<file path="src/rtl/uart_io_pkg.sv">
// Shared constants for the processor-side UART I/O controller:
// default port IDs and the TX drain state encoding.
package uart_io_pkg;

    localparam logic [7:0] PORT_DATA_ID    = 8'h01;
    localparam logic [7:0] PORT_RX_STAT_ID = 8'h02;
    localparam logic [7:0] PORT_TX_STAT_ID = 8'h03;
    localparam logic [7:0] PORT_STAT_ID    = 8'h04;

    typedef enum logic [1:0] {
        ST_IDLE  = 2'd0,
        ST_ISSUE = 2'd1,
        ST_GAP   = 2'd2
    } drain_state_t;

endpackage

</file>
<file path="src/rtl/sync_fifo.sv">
// Small register-based synchronous FIFO with occupancy count.
// Pushes when full and pops when empty are ignored.
module sync_fifo #(
    parameter int WIDTH = 8,
    parameter int DEPTH = 4
) (
    input  logic                       clk,
    input  logic                       reset,
    input  logic                       push,
    input  logic [WIDTH-1:0]           push_data,
    input  logic                       pop,
    output logic [WIDTH-1:0]           head,
    output logic                       full,
    output logic                       empty,
    output logic [$clog2(DEPTH):0]     count
);

    localparam int AW = $clog2(DEPTH);
    localparam int CW = AW + 1;

    logic [WIDTH-1:0] mem_q [DEPTH];
    logic [AW-1:0]    wr_ptr_q, wr_ptr_d;
    logic [AW-1:0]    rd_ptr_q, rd_ptr_d;
    logic [CW-1:0]    count_q, count_d;
    logic             do_push, do_pop;

    assign full    = (count_q == CW'(DEPTH));
    assign empty   = (count_q == '0);
    assign count   = count_q;
    assign head    = mem_q[rd_ptr_q];
    assign do_push = push && !full;
    assign do_pop  = pop && !empty;

    // Power-of-two depth lets the pointers wrap by plain overflow.
    always_comb begin
        wr_ptr_d = wr_ptr_q;
        rd_ptr_d = rd_ptr_q;
        count_d  = count_q;
        if (do_push) begin
            wr_ptr_d = wr_ptr_q + 1'b1;
        end
        if (do_pop) begin
            rd_ptr_d = rd_ptr_q + 1'b1;
        end
        case ({do_push, do_pop})
            2'b10:   count_d = count_q + 1'b1;
            2'b01:   count_d = count_q - 1'b1;
            default: count_d = count_q;
        endcase
    end

    always_ff @(posedge clk or posedge reset) begin
        if (reset) begin
            wr_ptr_q <= '0;
            rd_ptr_q <= '0;
            count_q  <= '0;
            for (int i = 0; i < DEPTH; i++) begin
                mem_q[i] <= '0;
            end
        end else begin
            wr_ptr_q <= wr_ptr_d;
            rd_ptr_q <= rd_ptr_d;
            count_q  <= count_d;
            if (do_push) begin
                mem_q[wr_ptr_q] <= push_data;
            end
        end
    end

endmodule

</file>
<file path="src/rtl/uart_io_ctrl.sv">
// IO-port front end for the UART: buffers processor writes in a TX FIFO,
// drains them under UART back-pressure, and prefetches one RX byte.
module uart_io_ctrl
    import uart_io_pkg::*;
#(
    parameter int         TX_DEPTH     = 4,
    parameter logic [7:0] PORT_DATA    = PORT_DATA_ID,
    parameter logic [7:0] PORT_RX_STAT = PORT_RX_STAT_ID,
    parameter logic [7:0] PORT_TX_STAT = PORT_TX_STAT_ID,
    parameter logic [7:0] PORT_STAT    = PORT_STAT_ID
) (
    input  logic       clk,
    input  logic       reset,
    input  logic [7:0] IO_port_ID,
    input  logic [7:0] IO_write_data,
    input  logic       IO_write_strobe,
    input  logic       IO_read_strobe,
    output logic [7:0] IO_read_data,
    output logic [7:0] uart_tx_data,
    output logic       uart_write,
    input  logic       uart_tx_full,
    input  logic [7:0] uart_rx_data,
    input  logic       uart_rx_present,
    output logic       uart_rx_ack,
    output logic       tx_busy
);

    localparam int CW = $clog2(TX_DEPTH) + 1;

    drain_state_t  state_q, state_d;
    logic          uart_write_q, uart_write_d;
    logic [7:0]    tx_data_q, tx_data_d;
    logic          rx_valid_q, rx_valid_d;
    logic [7:0]    rx_hold_q, rx_hold_d;
    logic          tx_drop_q, tx_drop_d;

    logic          fifo_push, fifo_pop, fifo_full, fifo_empty;
    logic [7:0]    fifo_head;
    logic [CW-1:0] fifo_count;
    logic [3:0]    count4;
    logic          wr_data_hit, rd_data_hit, rd_stat_hit;

    assign wr_data_hit = IO_write_strobe && (IO_port_ID == PORT_DATA);
    assign rd_data_hit = IO_read_strobe && (IO_port_ID == PORT_DATA);
    assign rd_stat_hit = IO_read_strobe && (IO_port_ID == PORT_STAT);
    // Full is sampled before this cycle's pop, so a coincident pop never rescues a push.
    assign fifo_push   = wr_data_hit && !fifo_full;
    assign count4      = 4'(fifo_count);

    sync_fifo #(
        .WIDTH (8),
        .DEPTH (TX_DEPTH)
    ) u_tx_fifo (
        .clk       (clk),
        .reset     (reset),
        .push      (fifo_push),
        .push_data (IO_write_data),
        .pop       (fifo_pop),
        .head      (fifo_head),
        .full      (fifo_full),
        .empty     (fifo_empty),
        .count     (fifo_count)
    );

    assign fifo_pop     = (state_q == ST_ISSUE);
    assign uart_write   = uart_write_q;
    assign uart_tx_data = tx_data_q;
    assign tx_busy      = !fifo_empty || (state_q != ST_IDLE);
    assign uart_rx_ack  = !rx_valid_q && uart_rx_present;

    always_comb begin
        state_d      = state_q;
        uart_write_d = 1'b0;
        tx_data_d    = 8'h00;
        case (state_q)
            ST_IDLE: begin
                if (!fifo_empty && !uart_tx_full) begin
                    state_d      = ST_ISSUE;
                    uart_write_d = 1'b1;
                    tx_data_d    = fifo_head;
                end
            end
            ST_ISSUE: state_d = ST_GAP;
            ST_GAP:   state_d = ST_IDLE;
            default:  state_d = ST_IDLE;
        endcase

        rx_valid_d = rx_valid_q;
        rx_hold_d  = rx_hold_q;
        if (uart_rx_ack) begin
            rx_valid_d = 1'b1;
            rx_hold_d  = uart_rx_data;
        end else if (rd_data_hit) begin
            rx_valid_d = 1'b0;
        end

        // A drop landing on the clearing read wins, so no overflow goes unreported.
        tx_drop_d = (tx_drop_q && !rd_stat_hit) || (wr_data_hit && fifo_full);
    end

    always_comb begin
        IO_read_data = 8'h00;
        if (IO_read_strobe) begin
            if (IO_port_ID == PORT_DATA) begin
                IO_read_data = rx_valid_q ? rx_hold_q : 8'h00;
            end else if (IO_port_ID == PORT_RX_STAT) begin
                IO_read_data = {7'b0, rx_valid_q};
            end else if (IO_port_ID == PORT_TX_STAT) begin
                IO_read_data = {7'b0, fifo_full};
            end else if (IO_port_ID == PORT_STAT) begin
                IO_read_data = {tx_drop_q, 3'b000, count4};
            end
        end
    end

    always_ff @(posedge clk or posedge reset) begin
        if (reset) begin
            state_q      <= ST_IDLE;
            uart_write_q <= 1'b0;
            tx_data_q    <= 8'h00;
            rx_valid_q   <= 1'b0;
            rx_hold_q    <= 8'h00;
            tx_drop_q    <= 1'b0;
        end else begin
            state_q      <= state_d;
            uart_write_q <= uart_write_d;
            tx_data_q    <= tx_data_d;
            rx_valid_q   <= rx_valid_d;
            rx_hold_q    <= rx_hold_d;
            tx_drop_q    <= tx_drop_d;
        end
    end

endmodule

</file>
<file path="config.mk">
export PLATFORM = sky130hd
export DESIGN_NAME = uart_io_ctrl
export DESIGN_NICKNAME = d
export VERILOG_FILES = /design/src/rtl/uart_io_pkg.sv /design/src/rtl/sync_fifo.sv /design/src/rtl/uart_io_ctrl.sv
export SDC_FILE = /design/constraint.sdc
export NUM_CORES = 1
export LEC_CHECK = 0
export ABC_AREA = 1
export CORE_UTILIZATION = 35
export CTS_CLUSTER_SIZE = 40
export DETAILED_ROUTE_END_ITERATION = 16
export HOLD_SLACK_MARGIN = 0.06
export PLACE_DENSITY = 0.63
export SETUP_SLACK_MARGIN = 0.05
export SYNTH_ARGS = -nofsm -noshare
export SYNTH_HDL_FRONTEND = slang
export SYNTH_SLANG_ARGS = --single-unit
</file>
<file path="constraint.sdc">
create_clock -name clk -period 2.5 [get_ports clk]
set_input_delay 0.375 -clock clk [delete_from_list [all_inputs] [get_ports clk]]
set_output_delay 0.375 -clock clk [all_outputs]
set_load 0.005 [all_outputs]
</file>
### Word level (Yosys, flattened, before mapping)

Cells that the tools add are included.

| storage, ports and cells | value |
|---|---|
| bits in registers | 60 |
| latch bits | 0 |
| bits in writable memories | 0 |
| bits in read-only memories | 0 |
| input port bits | 30 |
| output and inout bits | 19 |
| word-level logic and storage cells | 75 |
| memories | 0 |

| cells by class | value |
|---|---|
| add/subtract/negate cells | 4 |
| multiply operators | 0 |
| div/mod/pow operators | 0 |
| order comparisons | 3 |
| equality and inequality tests | 9 |
| shift operators | 0 |
| multiplexer cells | 21 |
| bitwise logic cells | 2 |
| reductions and logical operators | 23 |

Operators with widths:

| kind | count |
|---|---|
| $mux 8 | 11 |
| $bwmux 32 | 1 |
| $bmux 8 s2 | 1 |
| $demux 8 s2 | 1 |
| $eq 8x2->1 const B | 2 |
| $logic_and 1x1->1 | 11 |
| $eq 8x1->1 const B | 1 |
| $eq 8x3->1 const B | 1 |
| $ge 3x3->1 const B | 2 |
| $not 2->3 | 2 |
| $pmux 3 s2 | 1 |
| $reduce_bool 2->1 | 3 |
| $logic_not 1->1 | 5 |
| $add 2x1->2 const B | 2 |
| $eq 2x1->1 const B | 2 |
| $mux 1 | 4 |
| $pmux 2 s2 | 1 |
| $add 3x1->3 const B | 1 |
| $eq 3x3->1 const B | 1 |
| $logic_not 3->1 | 1 |
| $lt 3x1->1 const B | 1 |
| $sub 3x1->3 const B | 1 |
| $eq 2x2->1 const B | 1 |
| $logic_not 2->1 | 1 |
| other kinds (3) | 4 |

### Logic depth before layout (Yosys ltp)

Gate-level depths: netlist (run 1).

| logic depth | value |
|---|---|
| word-level depth | 6 |
| mapped depth | 12 |
| mapped depth without buffers | 12 |

### Cells and area by module

From an unflattened synthesis (run 1), not the netlist that was laid out.

| unflattened totals | value |
|---|---|
| cells, all modules | 384 |
| area, all modules | 3051.7 µm² |

Modules (own cells, without submodules):

| module | instances | cells an instance | area each (µm²) | seq. area each (µm²) |
|---|---|---|---|---|
| sync_fifo | 1 | 252 | 2035.7 | 975.9 |
| uart_io_ctrl | 1 | 132 | 1016.0 | 525.5 |

### Worst setup path after synthesis (run 1)

No wires, ideal clock.

| timing path | value |
|---|---|
| kind | register -> register |
| start point | register u_tx_fifo.count_q[0] (netlist: u_tx_fifo.count[0]) |
| end point | register u_tx_fifo.count_q[2] (netlist: u_tx_fifo.count[2]) |
| setup time | 0.131 ns |
| arrival time | 1.757 ns |
| data required time | 2.369 ns |
| setup slack | 0.612 ns |
| cell stages (with the launch flop) | 11 |
| buffers on the path | 1 |
| period minus slack after synthesis | 1.888 ns |
| cells stage by stage | dfrtp_1 inv_1 nand3_1 buf_4 nand2_1 ha_1 inv_1 fa_1 a21oi_1 o21ai_0 xor2_1 |

| on the way | value |
|---|---|
| longest elaborated chain between the ends | 6 |
| elaborated cells between the ends (all ways) | 13 |
| classes of those cells | add/sub (2); eq/ne (3); mux (1); reduce/logical (7) |

Ends and longest elaborated chain:

| element | line | text |
|---|---|---|
| start, declared | sync_fifo.sv:24 | `logic [CW-1:0] count_q, count_d;` |
| start signal, assigned | sync_fifo.sv:63 | `count_q <= count_d;` |
| $eq 3x3->1 | sync_fifo.sv:27 | `assign full = (count_q == CW'(DEPTH));` |
| $logic_not 1->1 | sync_fifo.sv:31, uart_io_ctrl.sv:47 |  |
| $logic_and 1x1->1 | uart_io_ctrl.sv:47 | `assign fifo_push = wr_data_hit && !fifo_full;` |
| $logic_and 1x1->1 | sync_fifo.sv:31 | `assign do_push = push && !full;` |
| $eq 2x1->1 or $eq 2x2->1 (tied branches) | sync_fifo.sv:45 | `case ({do_push, do_pop})` |
| $pmux 3 s2 or $reduce_bool 2->1 (tied branches) | -- |  |

Several ways; a longest one is shown, not always the timed one.
A chain may end at the register's enable or synchronous reset.

### Worst setup path in the final report (run 1)

| timing path | value |
|---|---|
| start point | input IO_port_ID[1] |
| end point | output IO_read_data[5] |

| on the way | value |
|---|---|
| longest elaborated chain between the ends | 5 |
| elaborated cells between the ends (all ways) | 7 |
| classes of those cells | eq/ne (3); mux (4) |

Ends and longest elaborated chain:

| element | line | text |
|---|---|---|
| start, declared | uart_io_ctrl.sv:14 | `input logic [7:0] IO_port_ID,` |
| $eq 8x2->1 | uart_io_ctrl.sv:108 | `end else if (IO_port_ID == PORT_TX_STAT) begin` |
| $mux 8 | uart_io_ctrl.sv:108 |  |
| $mux 8 | uart_io_ctrl.sv:106 | `end else if (IO_port_ID == PORT_RX_STAT) begin` |
| $mux 8 (*) | uart_io_ctrl.sv:104 | `if (IO_port_ID == PORT_DATA) begin` |
| $mux 8 (*) | uart_io_ctrl.sv:103 | `if (IO_read_strobe) begin` |
| end, declared | uart_io_ctrl.sv:18 | `output logic [7:0] IO_read_data,` |

Mark *: on every way between the ends. The rest lies on a longest branch, timed or not.

==> results of run 1 <==
-- layer usage --
| layer | GRT usage, % | vias to the layer above | part of all wire, % |
|---|---|---|---|
| met3 | 5.96 | 14 | 7.8 |
| met1 | 22.7 | 1240 | 44 |
| met5 | 0 | - | 0 |
| met4 | 5.68 | 0 | 1.4 |
| met2 | 30.7 | 105 | 47 |
| li1 | - | 1332 | - |
-- cells in the mapped netlist --
| library cell | count | area share, % |
|---|---|---|
| sky130_fd_sc_hd__xnor2_1 | 1 | 0.29 |
| sky130_fd_sc_hd__nand2_1 | 116 | 15 |
| sky130_fd_sc_hd__nor2_8 | 1 | 0.67 |
| sky130_fd_sc_hd__nor2_1 | 57 | 7.1 |
| sky130_fd_sc_hd__dfrtp_1 | 60 | 50 |
| sky130_fd_sc_hd__nand4_1 | 36 | 7.5 |
| sky130_fd_sc_hd__buf_4 | 1 | 0.25 |
| sky130_fd_sc_hd__buf_6 | 3 | 1.1 |
| sky130_fd_sc_hd__o21ai_0 | 22 | 3.7 |
| sky130_fd_sc_hd__clkbuf_1 | 6 | 0.75 |
| sky130_fd_sc_hd__inv_2 | 2 | 0.25 |
| sky130_fd_sc_hd__nand3_1 | 9 | 1.5 |
| sky130_fd_sc_hd__nor2_2 | 1 | 0.21 |
| sky130_fd_sc_hd__nand2_4 | 1 | 0.38 |
| sky130_fd_sc_hd__ha_1 | 5 | 2.1 |
| sky130_fd_sc_hd__inv_1 | 32 | 4.0 |
| sky130_fd_sc_hd__xor2_1 | 2 | 0.58 |
| sky130_fd_sc_hd__nor2_4 | 2 | 0.75 |
| sky130_fd_sc_hd__a21oi_1 | 10 | 1.7 |
| sky130_fd_sc_hd__nor3_4 | 1 | 0.54 |
| sky130_fd_sc_hd__buf_2 | 6 | 1.0 |
| sky130_fd_sc_hd__fa_1 | 1 | 0.67 |
| sky130_fd_sc_hd__nor3_1 | 2 | 0.33 |
-- cells by family after synthesis --
logic type                 Yosys count  synth area share (%)
buffers and inverters               50                  7.39
and+or+nand+nor                    226                  33.6
adders and majority gates            6                  2.75
DFF                                 60                  50.1
xor gates and xnor gates             3                 0.877
AOI/OAI and AO/OA                   32                  5.34
-- sequential cells by signal, summed over array words and instances (netlist names) --
| name | cells |
|---|---|
| u_tx_fifo.mem_q | 32 |
| rx_hold_q | 8 |
| uart_tx_data | 8 |
| u_tx_fifo.count | 3 |
| state_q | 2 |
| u_tx_fifo.rd_ptr_q | 2 |
| u_tx_fifo.wr_ptr_q | 2 |
| rx_valid_q | 1 |
| tx_drop_q | 1 |
| uart_write | 1 |
-- power by group through the flow --
stage,logic (W),clock network [W],registers [W]
after floorplan,0.000600,0,0.00116
after global placement,0.000922,0,0.00116
after detailed placement,0.000935,0,0.00117
after CTS,0.000942,0.00101,0.00115
after global routing,0.00106,0.00106,0.00117
final,0.000936,0.000983,0.00115
-- what timing repair did --
item                                    CTS  global route
gates resized for setup                   0            11
pin swaps                                 3             3
hold endpoints to repair                  0             0
setup buffers                             3             3
endpoints found under the setup margin    6             8
-- per-stage QoR --
step | std cells | hold WS (ps) | util, % | power [W] | worst slack (ps)
2_1_floorplan | 377 | 413 | - | 0.00176 | 612
3_3_place_gp | 527 | 426 | 43.9 | 0.00209 | 5.10
3_5_place_dp | 527 | 439 | 43.9 | 0.00210 | -41.0
4_1_cts | 546 | 377 | 46.9 | 0.00310 | -1.14
5_1_grt | 549 | 398 | 47.5 | 0.00328 | 42.3
6_report | 549 | 373 | 47.5 | 0.00307 | 162
-- layout make-up --
class                      count  area [um2]
tap                          105         131
timing repair buffer          67         657
clock inverter                 6        87.6
fill                         819        4330
inverter                      34         128
sequential                    60        1500
multi-input combinational    267        1280
clock buffer                  10         138
-- worst max path at each step --
| stage | startpoint | to | slack (ps) | depth (start not counted) |
|---|---|---|---|---|
| after floorplan | u_tx_fifo.count[0] | u_tx_fifo.count[2] | 610 | 10 |
| after global placement | IO_port_ID[0] | IO_read_data[5] | 5 | 8 |
| after detailed placement | IO_port_ID[0] | IO_read_data[5] | -40 | 8 |
| after CTS | IO_port_ID[3] | IO_read_data[1] | -1 | 10 |
| after global routing | IO_port_ID[3] | IO_read_data[3] | 40 | 9 |
| final | IO_port_ID[1] | IO_read_data[5] | 160 | 9 |
==> key figures, run 1 <==
Drt
  • Detailed Route Iter0 Violations: 190
  • Total Wirelength: 7480 um
  • Vias: around 2.7k
  • Number of nets with antenna violations after routing: 0
  • Residual DRC count: 0
  • Total iterations of the first detailed-routing run: 5
  • Vias per inst: 4.90
  • Mean routed wirelength per cell: between 10 and 15 um

Worst setup path
  • Ordered list of cells on the worst path: clkdlybuf4s50_1, inv_2, nand2_1, nor2_2, nand2_4, nor3_4, inv_2, nor2_1, clkdlybuf4s50_1
  • Capturing point of the worst reg2reg path: u_tx_fifo.count[2]
  • Required time of the critical path: 2120 ps
  • Maximum single-stage delay on the critical path: approximately 500 ps
  • Internal reg-to-reg setup slack: 540 ps
  • Sort of element at the start of the critical path: primary input
  • CP arrival: between 1500 and 2000 ps
  • Beginning of the worst register-to-register path: u_tx_fifo.count[0]
  • Worst-path fanout max: 4
  • Bufs and invs on worst path: 4
  • WS Path Type: in2out
  • Cell count of the worst reg-to-reg path: 9
  • Critical Path Sink Type: primary output
  • Cell family with the largest share of critical-path delay: buffers and inverters
  • Critical-path cell with the highest stage delay: sky130_fd_sc_hd__clkdlybuf4s50_1

Floorplan
  • Placeable core region: about 8300 um2
  • Starting utilization of the core area: between 30% and 40%
  • # IOs: between 40 and 50
  • Number of rows in the core area: 33
  • Horizontal die dimension: about 95 um
  • Die Span Y: between 90 and 100 um
  • Die area: around 9000 um2

Final layout
  • Inserted Diodes: 0
  • P&R area growth vs syn: 30.9%
  • Fin nets: around 480
  • Most frequent cells in the layout: sky130_fd_sc_hd__nand2_1 (116), sky130_fd_sc_hd__dfrtp_1 (60), sky130_fd_sc_hd__nor2_1 (56)
  • Most frequent standard cell in the layout excluding fill and tap cells: sky130_fd_sc_hd__nand2_1
  • Final Instance Area: ~3900 um2
  • Share of final-layout standard cells stronger than drive strength 1: approximately a tenth

Synth
  • Synthesized Nets: between 400 and 500
  • Synthesized netlist cell count: approximately 380
  • Sequential fraction of the synthesis area: between 50% and 60%
  • Avg Cell Area, Syn: between 7 and 8 um2
  • Yosys reg bits: 60
  • Count of cell types in the netlist: 23
  • Cell Area, Synth: around 3000 um2
  • Count of synthesis-stage warnings from yosys: 0

Timing
  • Setup repair after global routing missed its margin: false
  • Clock skew: between 9 and 10 ps
  • Endpoints failing setup: 0
  • Setup TNS after final layout: 0 ps
  • Final worst path period need: 2340 ps
  • Tightest slew margin relative to the limit: about two thirds
  • Final cycle utilization of the critical path: 93.5%
  • Worst slew pin tran: between 500 and 600 ps
  • Maximum clock rate: between 400 and 500 MHz
  • Number of hold violations in the final report: 0
  • Pins over their slew limit: 0

Global route
  • Antenna violations before repair: 0
  • Global router's overall resource usage: 18.5%
  • Vias in the first global route: approximately 2.7k
  • Wire length of the first global-routing pass: about 13000 um
  • Total grt overflow: 0
  • Maximum number of pins on one net before global-route repair: 41

Power and ir drop
  • Power share of the sequential group: a little under two fifths
  • Share of power burned in the clock network: about a third
  • Switching share of power: about 34%
  • Sw Pwr: 0.00104 W
  • Worst vdd ir: about 260 uV
  • Leakage power summed over all cells: 2.13 nW
  • Comb pwr share: 30.5%
  • Power density relative to cell area: slightly below 800 nW/um2
  • Internal power contribution: roughly 0.0020 W

Clock network
  • Number of H-tree levels: 3
  • Clock insertion delay at the later pin of the skew report: around 340 ps
  • CTS tree: yes
  • Clock transition at the registers of the reported paths: approximately 70 ps
  • Hold buffer count at cts: 0
  • Root buffer selected by CTS: sky130_fd_sc_hd__clkbuf_8
  • Maximum buffer depth of the clock tree: 2
  • CTS Buf Count: 9
  • Sinks on the clock net: 60

Placed design
  • GPL Wtd Cong: 0.821
  • Count of buffers inserted at the top-level ports: 48
  • Cell Area, Placed: between 3000 and 4000 um2
  • Final HPWL DP: 4990 um

Run status
  • Run status: finished, final reports clean

Flow run
  • Max-cap violations: 0

Hold path
  • Type of the tightest min-delay check: in2async
(Power assumes the default switching activity.)
==> run 2: changes to the inputs <==
--- a/config.mk
+++ b/config.mk
@@ -6,11 +6,11 @@
 export NUM_CORES = 1
 export LEC_CHECK = 0
 export ABC_AREA = 1
-export CORE_UTILIZATION = 35
+export CORE_UTILIZATION = 40
 export CTS_CLUSTER_SIZE = 40
 export DETAILED_ROUTE_END_ITERATION = 16
 export HOLD_SLACK_MARGIN = 0.06
-export PLACE_DENSITY = 0.63
+export PLACE_DENSITY = 0.7
 export SETUP_SLACK_MARGIN = 0.05
 export SYNTH_ARGS = -nofsm -noshare
 export SYNTH_HDL_FRONTEND = slang
==> run 2 against run 1 <==
Net effect:
- fmax fell by 1.5%
- sequential share of layout area rose by 0.78 points
- non-clock buffer count down 4
- critical endpoint is now IO_read_data[2]
==> key figures, run 2 (synthesized netlist as in run 1, its figures left out) <==
Global route
  • Maximum number of pins on one net before global-route repair: 61
  • Total grt overflow: 0
  • Antenna violations before repair: 0
  • Global router's overall resource usage: roughly 20%
  • Wire length of the first global-routing pass: roughly 12000 um
  • Vias in the first global route: roughly 2.6k

Floorplan
  • Horizontal die dimension: around 90 um
  • Die Span Y: between 80 and 90 um
  • # IOs: between 40 and 50
  • Number of rows in the core area: 31
  • Placeable core region: around 7300 um2
  • Starting utilization of the core area: about two fifths
  • Die area: ~7800 um2

Worst setup path
  • Ordered list of cells on the worst path: clkdlybuf4s50_1, buf_4, nand2_1, nor3_2, buf_4, nand3_1, nand2_1, clkdlybuf4s50_1
  • Internal reg-to-reg setup slack: around 600 ps
  • CP arrival: ~2000 ps
  • Required time of the critical path: 2120 ps
  • Critical-path cell with the highest stage delay: sky130_fd_sc_hd__clkdlybuf4s50_1
  • Worst-path fanout max: 4
  • Maximum single-stage delay on the critical path: roughly 500 ps
  • Beginning of the worst register-to-register path: u_tx_fifo.count[0]
  • Cell count of the worst reg-to-reg path: 9
  • WS Path Type: in2out
  • Sort of element at the start of the critical path: primary input
  • Critical Path Sink Type: primary output
  • Capturing point of the worst reg2reg path: u_tx_fifo.count[2]

Timing
  • Pins over their slew limit: 0
  • Setup TNS after final layout: 0 ps
  • Final worst path period need: ~2400 ps
  • Endpoints failing setup: 0
  • Worst hold slack after final layout: approximately 410 ps
  • Maximum clock rate: 421 MHz
  • Setup repair after global routing missed its margin: false
  • Number of hold violations in the final report: 0
  • Final cycle utilization of the critical path: between 90% and 100%
  • Tightest slew margin relative to the limit: approximately 64%
  • Worst slew pin tran: 534 ps
  • Clock skew: ~8.7 ps

Power and ir drop
  • Post-route total power: a little under 0.003 W
  • Power share of the sequential group: 40.7%
  • Leakage power summed over all cells: about 2.0 nW
  • Power density relative to cell area: around 760 nW/um2
  • Sw Pwr: just under 0.001 W
  • Share of power burned in the clock network: slightly below 30%
  • Switching share of power: between 30% and 40%
  • Comb pwr share: a little under a third
  • Internal power contribution: ~0.0019 W
  • Worst vdd ir: roughly 340 uV

Clock network
  • Sinks on the clock net: 60
  • Maximum buffer depth of the clock tree: 2
  • CTS Buf Count: 9
  • Hold buffer count at cts: 0
  • Clock transition at the registers of the reported paths: approximately 60 ps
  • Clock insertion delay at the later pin of the skew report: roughly 330 ps
  • Root buffer selected by CTS: sky130_fd_sc_hd__clkbuf_8
  • CTS tree: yes
  • Number of H-tree levels: 3

Final layout
  • Most frequent cells in the layout: sky130_fd_sc_hd__nand2_1 (115), sky130_fd_sc_hd__dfrtp_1 (60), sky130_fd_sc_hd__nor2_1 (53)
  • Most frequent standard cell in the layout excluding fill and tap cells: sky130_fd_sc_hd__nand2_1
  • Inserted Diodes: 0
  • P&R area growth vs syn: 28.3%
  • Register bank with the most flops: u_tx_fifo.mem_q
  • Share of final-layout standard cells stronger than drive strength 1: around 10%
  • Fin nets: around 470
  • Final core utilization: approximately 53%
  • Number of flip-flops in the largest register: 32

Drt
  • Detailed Route Iter0 Violations: roughly 140
  • Number of nets with antenna violations after routing: 0
  • Mean routed wirelength per cell: between 10 and 15 um
  • Vias per inst: 4.92
  • Residual DRC count: 0
  • Total iterations of the first detailed-routing run: 4
  • Vias: 2642
  • Total Wirelength: between 7000 and 8000 um

Placed design
  • Final HPWL DP: 4650 um
  • Count of buffers inserted at the top-level ports: 48
  • GPL Wtd Cong: 0.800

Run status
  • Run status: finished, final reports clean

Hold path
  • Type of the tightest min-delay check: in2async

Flow run
  • Max-cap violations: 0
-- run 2: cell count changes in the layout (fill, tap and decap cells not counted), sizes merged --
cell | previous run | this run
buf | 19 | 15
dlygate4sd2 | 0 | 4
dlymetal6s2s | 7 | 2
clkbuf | 10 | 12
clkinv | 4 | 1
bufinv | 2 | 1
clkdlybuf4s50 | 41 | 42
-- run 2: stage by stage --
| step | std cells | setup slack [ps] | area [um2] |
|---|---|---|---|
| 5_1_grt | 537 | 57.9 | 3850 |
| 3_3_place_gp | 520 | -4.27 | 3610 |
| 4_1_cts | 536 | 38.5 | 3810 |
| 2_1_floorplan | 377 | 612 | 3000 |
| 3_5_place_dp | 520 | -47.0 | 3610 |
| 6_report | 537 | 126 | 3850 |
-- run 2: timing repair --
item                       in CTS  in global routing
setup buffers                   2                  1
pin swaps                       3                  3
hold endpoints to repair        0                  0
gates resized for setup         5                  9
setup endpoints to repair       7                  4
-- run 2: critical path, delay by kind of cell --
kind | cells | cell delay, ps
buffers and inverters | 4 | 1210
AND/OR/NAND/NOR | 4 | 410
-- run 2: power by group through the flow --
| stage | Clock [W] | Combinational, W | Sequential (W) |
|---|---|---|---|
| after floorplan | 0 | 0.000600 | 0.00116 |
| after global placement | 0 | 0.000874 | 0.00119 |
| after detailed placement | 0 | 0.000886 | 0.00120 |
| after CTS | 0.000872 | 0.000890 | 0.00118 |
| after global routing | 0.000905 | 0.000999 | 0.00119 |
| final | 0.000842 | 0.000883 | 0.00118 |
-- run 2: worst max path at each step --
stage                       startpoint                  to  slack [ps]
finish                   IO_port_ID[2]     IO_read_data[2]         130
global route             IO_port_ID[2]     IO_read_data[7]          60
CTS                      IO_port_ID[3]     IO_read_data[0]          40
detailed placement       IO_port_ID[0]     IO_read_data[4]         -50
global placement         IO_port_ID[0]     IO_read_data[3]          -4
floorplan           u_tx_fifo.count[0]  u_tx_fifo.count[2]         610
-- run 2: area by class of cell --
class	count	area, um2
Fill cell	696	3410
Multi-Input combinational cell	267	1300
Clock inverter	2	35.0
Sequential cell	60	1500
Timing Repair Buffer	63	606
Clock buffer	12	155
Tap cell	99	124
Inverter	34	128
-- run 2: metal layers --
layer	global-route usage (%)	wire length [um]	up-vias
li1	-	-	1329
met1	24.3	2890	1213
met2	34.7	3550	91
met3	5.22	533	9
met4	6.89	76	0
met5	0	0	-
==> run 3: changes to the inputs <==
--- a/config.mk
+++ b/config.mk
@@ -6,7 +6,9 @@
 export NUM_CORES = 1
 export LEC_CHECK = 0
 export ABC_AREA = 1
+export CORE_MARGIN = 5
 export CORE_UTILIZATION = 40
+export CTS_BUF_LIST = sky130_fd_sc_hd__clkbuf_8 sky130_fd_sc_hd__clkbuf_16
 export CTS_CLUSTER_SIZE = 40
 export DETAILED_ROUTE_END_ITERATION = 16
 export HOLD_SLACK_MARGIN = 0.06
==> run 3 against run 2 <==
Net effect:
- flip-flop and latch count unchanged
- non-clock buffer count up 3
- worst setup slack better by 150 ps
- critical path type unchanged
- largest power group unchanged
==> key figures, run 3 (synthesized netlist as in run 1, its figures left out) <==
Final layout
  • Most frequent standard cell in the layout excluding fill and tap cells: sky130_fd_sc_hd__nand2_1
  • Final Instance Area: roughly 4000 um2
  • Most frequent cells in the layout: sky130_fd_sc_hd__nand2_1 (116), sky130_fd_sc_hd__dfrtp_1 (60), sky130_fd_sc_hd__nor2_1 (56)
  • Inserted Diodes: 0
  • Register bank with the most flops: u_tx_fifo.mem_q
  • Share of final-layout standard cells stronger than drive strength 1: 10.2%
  • Total area of multi-input combinational cells: between 1000 and 1500 um2
  • Number of flip-flops in the largest register: 32
  • Fin nets: about 470
  • Filler cell count in the final layout: just over 700
  • P&R area growth vs syn: 29.7%
  • Sequential cell area: 1500 um2

Floorplan
  • Starting utilization of the core area: about two fifths
  • Die Span Y: 96.6 um
  • Die area: about 9300 um2
  • Number of rows in the core area: 31
  • # IOs: roughly 50
  • Horizontal die dimension: slightly below 100 um
  • Placeable core region: 7290 um2

Worst setup path
  • WS Path Type: in2out
  • Sort of element at the start of the critical path: primary input
  • Required time of the critical path: approximately 2100 ps
  • CP arrival: ~1900 ps
  • Critical Path Sink Type: primary output
  • Worst-path fanout max: 4

Timing
  • Final worst path period need: 2220 ps
  • Endpoints failing setup: 0
  • Pins over their slew limit: 0
  • Tightest slew margin relative to the limit: approximately two thirds
  • Final cycle utilization of the critical path: between 80 and 90%
  • Worst slew pin tran: approximately 500 ps
  • Setup repair after global routing missed its margin: false
  • Number of hold violations in the final report: 0
  • Maximum clock rate: 450 MHz
  • Worst hold slack after final layout: approximately 410 ps
  • Final critical-path setup slack: 280 ps
  • Clock skew: ~11 ps

Placed design
  • GPL Wtd Cong: 0.809
  • Dpl ws: -49.8 ps
  • Count of buffers inserted at the top-level ports: 48
  • Final HPWL DP: about 5000 um
  • Cell Area, Placed: around 3600 um2

Power and ir drop
  • Power density relative to cell area: ~800 nW/um2
  • Leakage power summed over all cells: roughly 2.1 nW
  • Worst vdd ir: 273 uV

Clock network
  • CTS tree: yes
  • Maximum buffer depth of the clock tree: 2
  • Sinks on the clock net: 60
  • Clock insertion delay at the later pin of the skew report: between 300 and 400 ps
  • Root buffer selected by CTS: sky130_fd_sc_hd__clkbuf_8
  • Clock transition at the registers of the reported paths: around 70 ps
  • Hold buffer count at cts: 0
  • Number of H-tree levels: 3
  • CTS Buf Count: 9

Drt
  • Vias per inst: between 4 and 5
  • Mean routed wirelength per cell: 13.8 um
  • Number of nets with antenna violations after routing: 0
  • Vias: between 2k and 3k
  • Residual DRC count: 0
  • Total Wirelength: 7460 um
  • Total iterations of the first detailed-routing run: 4
  • Detailed Route Iter0 Violations: roughly 170

Global route
  • Total grt overflow: 0
  • Vias in the first global route: around 2.7k
  • Antenna violations before repair: 0
  • Wire length of the first global-routing pass: approximately 13000 um
  • Global router's overall resource usage: around 18%
  • Maximum number of pins on one net before global-route repair: between 60 and 70

Flow run
  • Max-cap violations: 0

Run status
  • Run status: finished, final reports clean

Hold path
  • Type of the tightest min-delay check: in2async
[run 3: cell type report]
cell class                      count  share of cell area (%)
Clock buffer                       10                    3.54
Clock inverter                      6                    2.06
Inverter                           34                    3.28
Multi-Input combinational cell    267                    33.0
Sequential cell                    60                    38.6
Tap cell                           99                    3.19
Timing Repair Buffer               66                    16.3
[run 3: metrics by stage]
step                      util, %  power (W)  std cells  TNS [ps]
after floorplan                 -    0.00176        377         0
after CTS                    53.2    0.00307        541         0
final                        53.3    0.00304        542         0
after global placement       49.9    0.00207        522         0
after detailed placement     49.9    0.00210        522     -69.7
after global routing         53.3    0.00323        542         0
[run 3: timing repair]
item,4_1_cts,5_1_grt
setup buffers,3,1
setup endpoints to repair,8,2
resized for setup,9,4
[run 3: worst paths after layout]
kind / from / end / slack (ps) / depth (start not counted)
setup / recovery: IO_port_ID[0] / IO_read_data[2] / 280 / 9
hold / removal: reset / rx_hold_q[3] / 410 / 3
setup reg to reg: u_tx_fifo.count[0] / u_tx_fifo.count[2] / 550 / 9
hold reg to reg: state_q[1] / state_q[1] / 450 / 1
max in group asynchronous: reset / state_q[0] / 1820 / 3
min in group clk: state_q[1] / state_q[1] / 450 / 1
[run 3: layer usage]
metal,track usage [%],share of wire [%]
met5,0,0
met4,6.43,0.75
met3,4.34,7.3
met2,29.7,50
met1,22.8,42
[run 3: power breakdown]
| part | switching [W] | internal (W) | total [W] | leakage, nW |
|---|---|---|---|---|
| clock network | 0.000379 | 0.000580 | 0.000959 | 0.115 |
| logic | 0.000558 | 0.000343 | 0.000900 | 1.15 |
| registers | 0.0000859 | 0.00110 | 0.00118 | 0.800 |
[run 3: worst max-delay path: stages]
cell and delay [ps]:
sky130_fd_sc_hd__clkdlybuf4s50_1 430, sky130_fd_sc_hd__buf_4 150, sky130_fd_sc_hd__inv_2 60, sky130_fd_sc_hd__nand2_1 90, sky130_fd_sc_hd__nor3_2 200, sky130_fd_sc_hd__buf_4 150, sky130_fd_sc_hd__nand3_1 80, sky130_fd_sc_hd__nand2_1 80
sky130_fd_sc_hd__dlygate4sd2_1 230
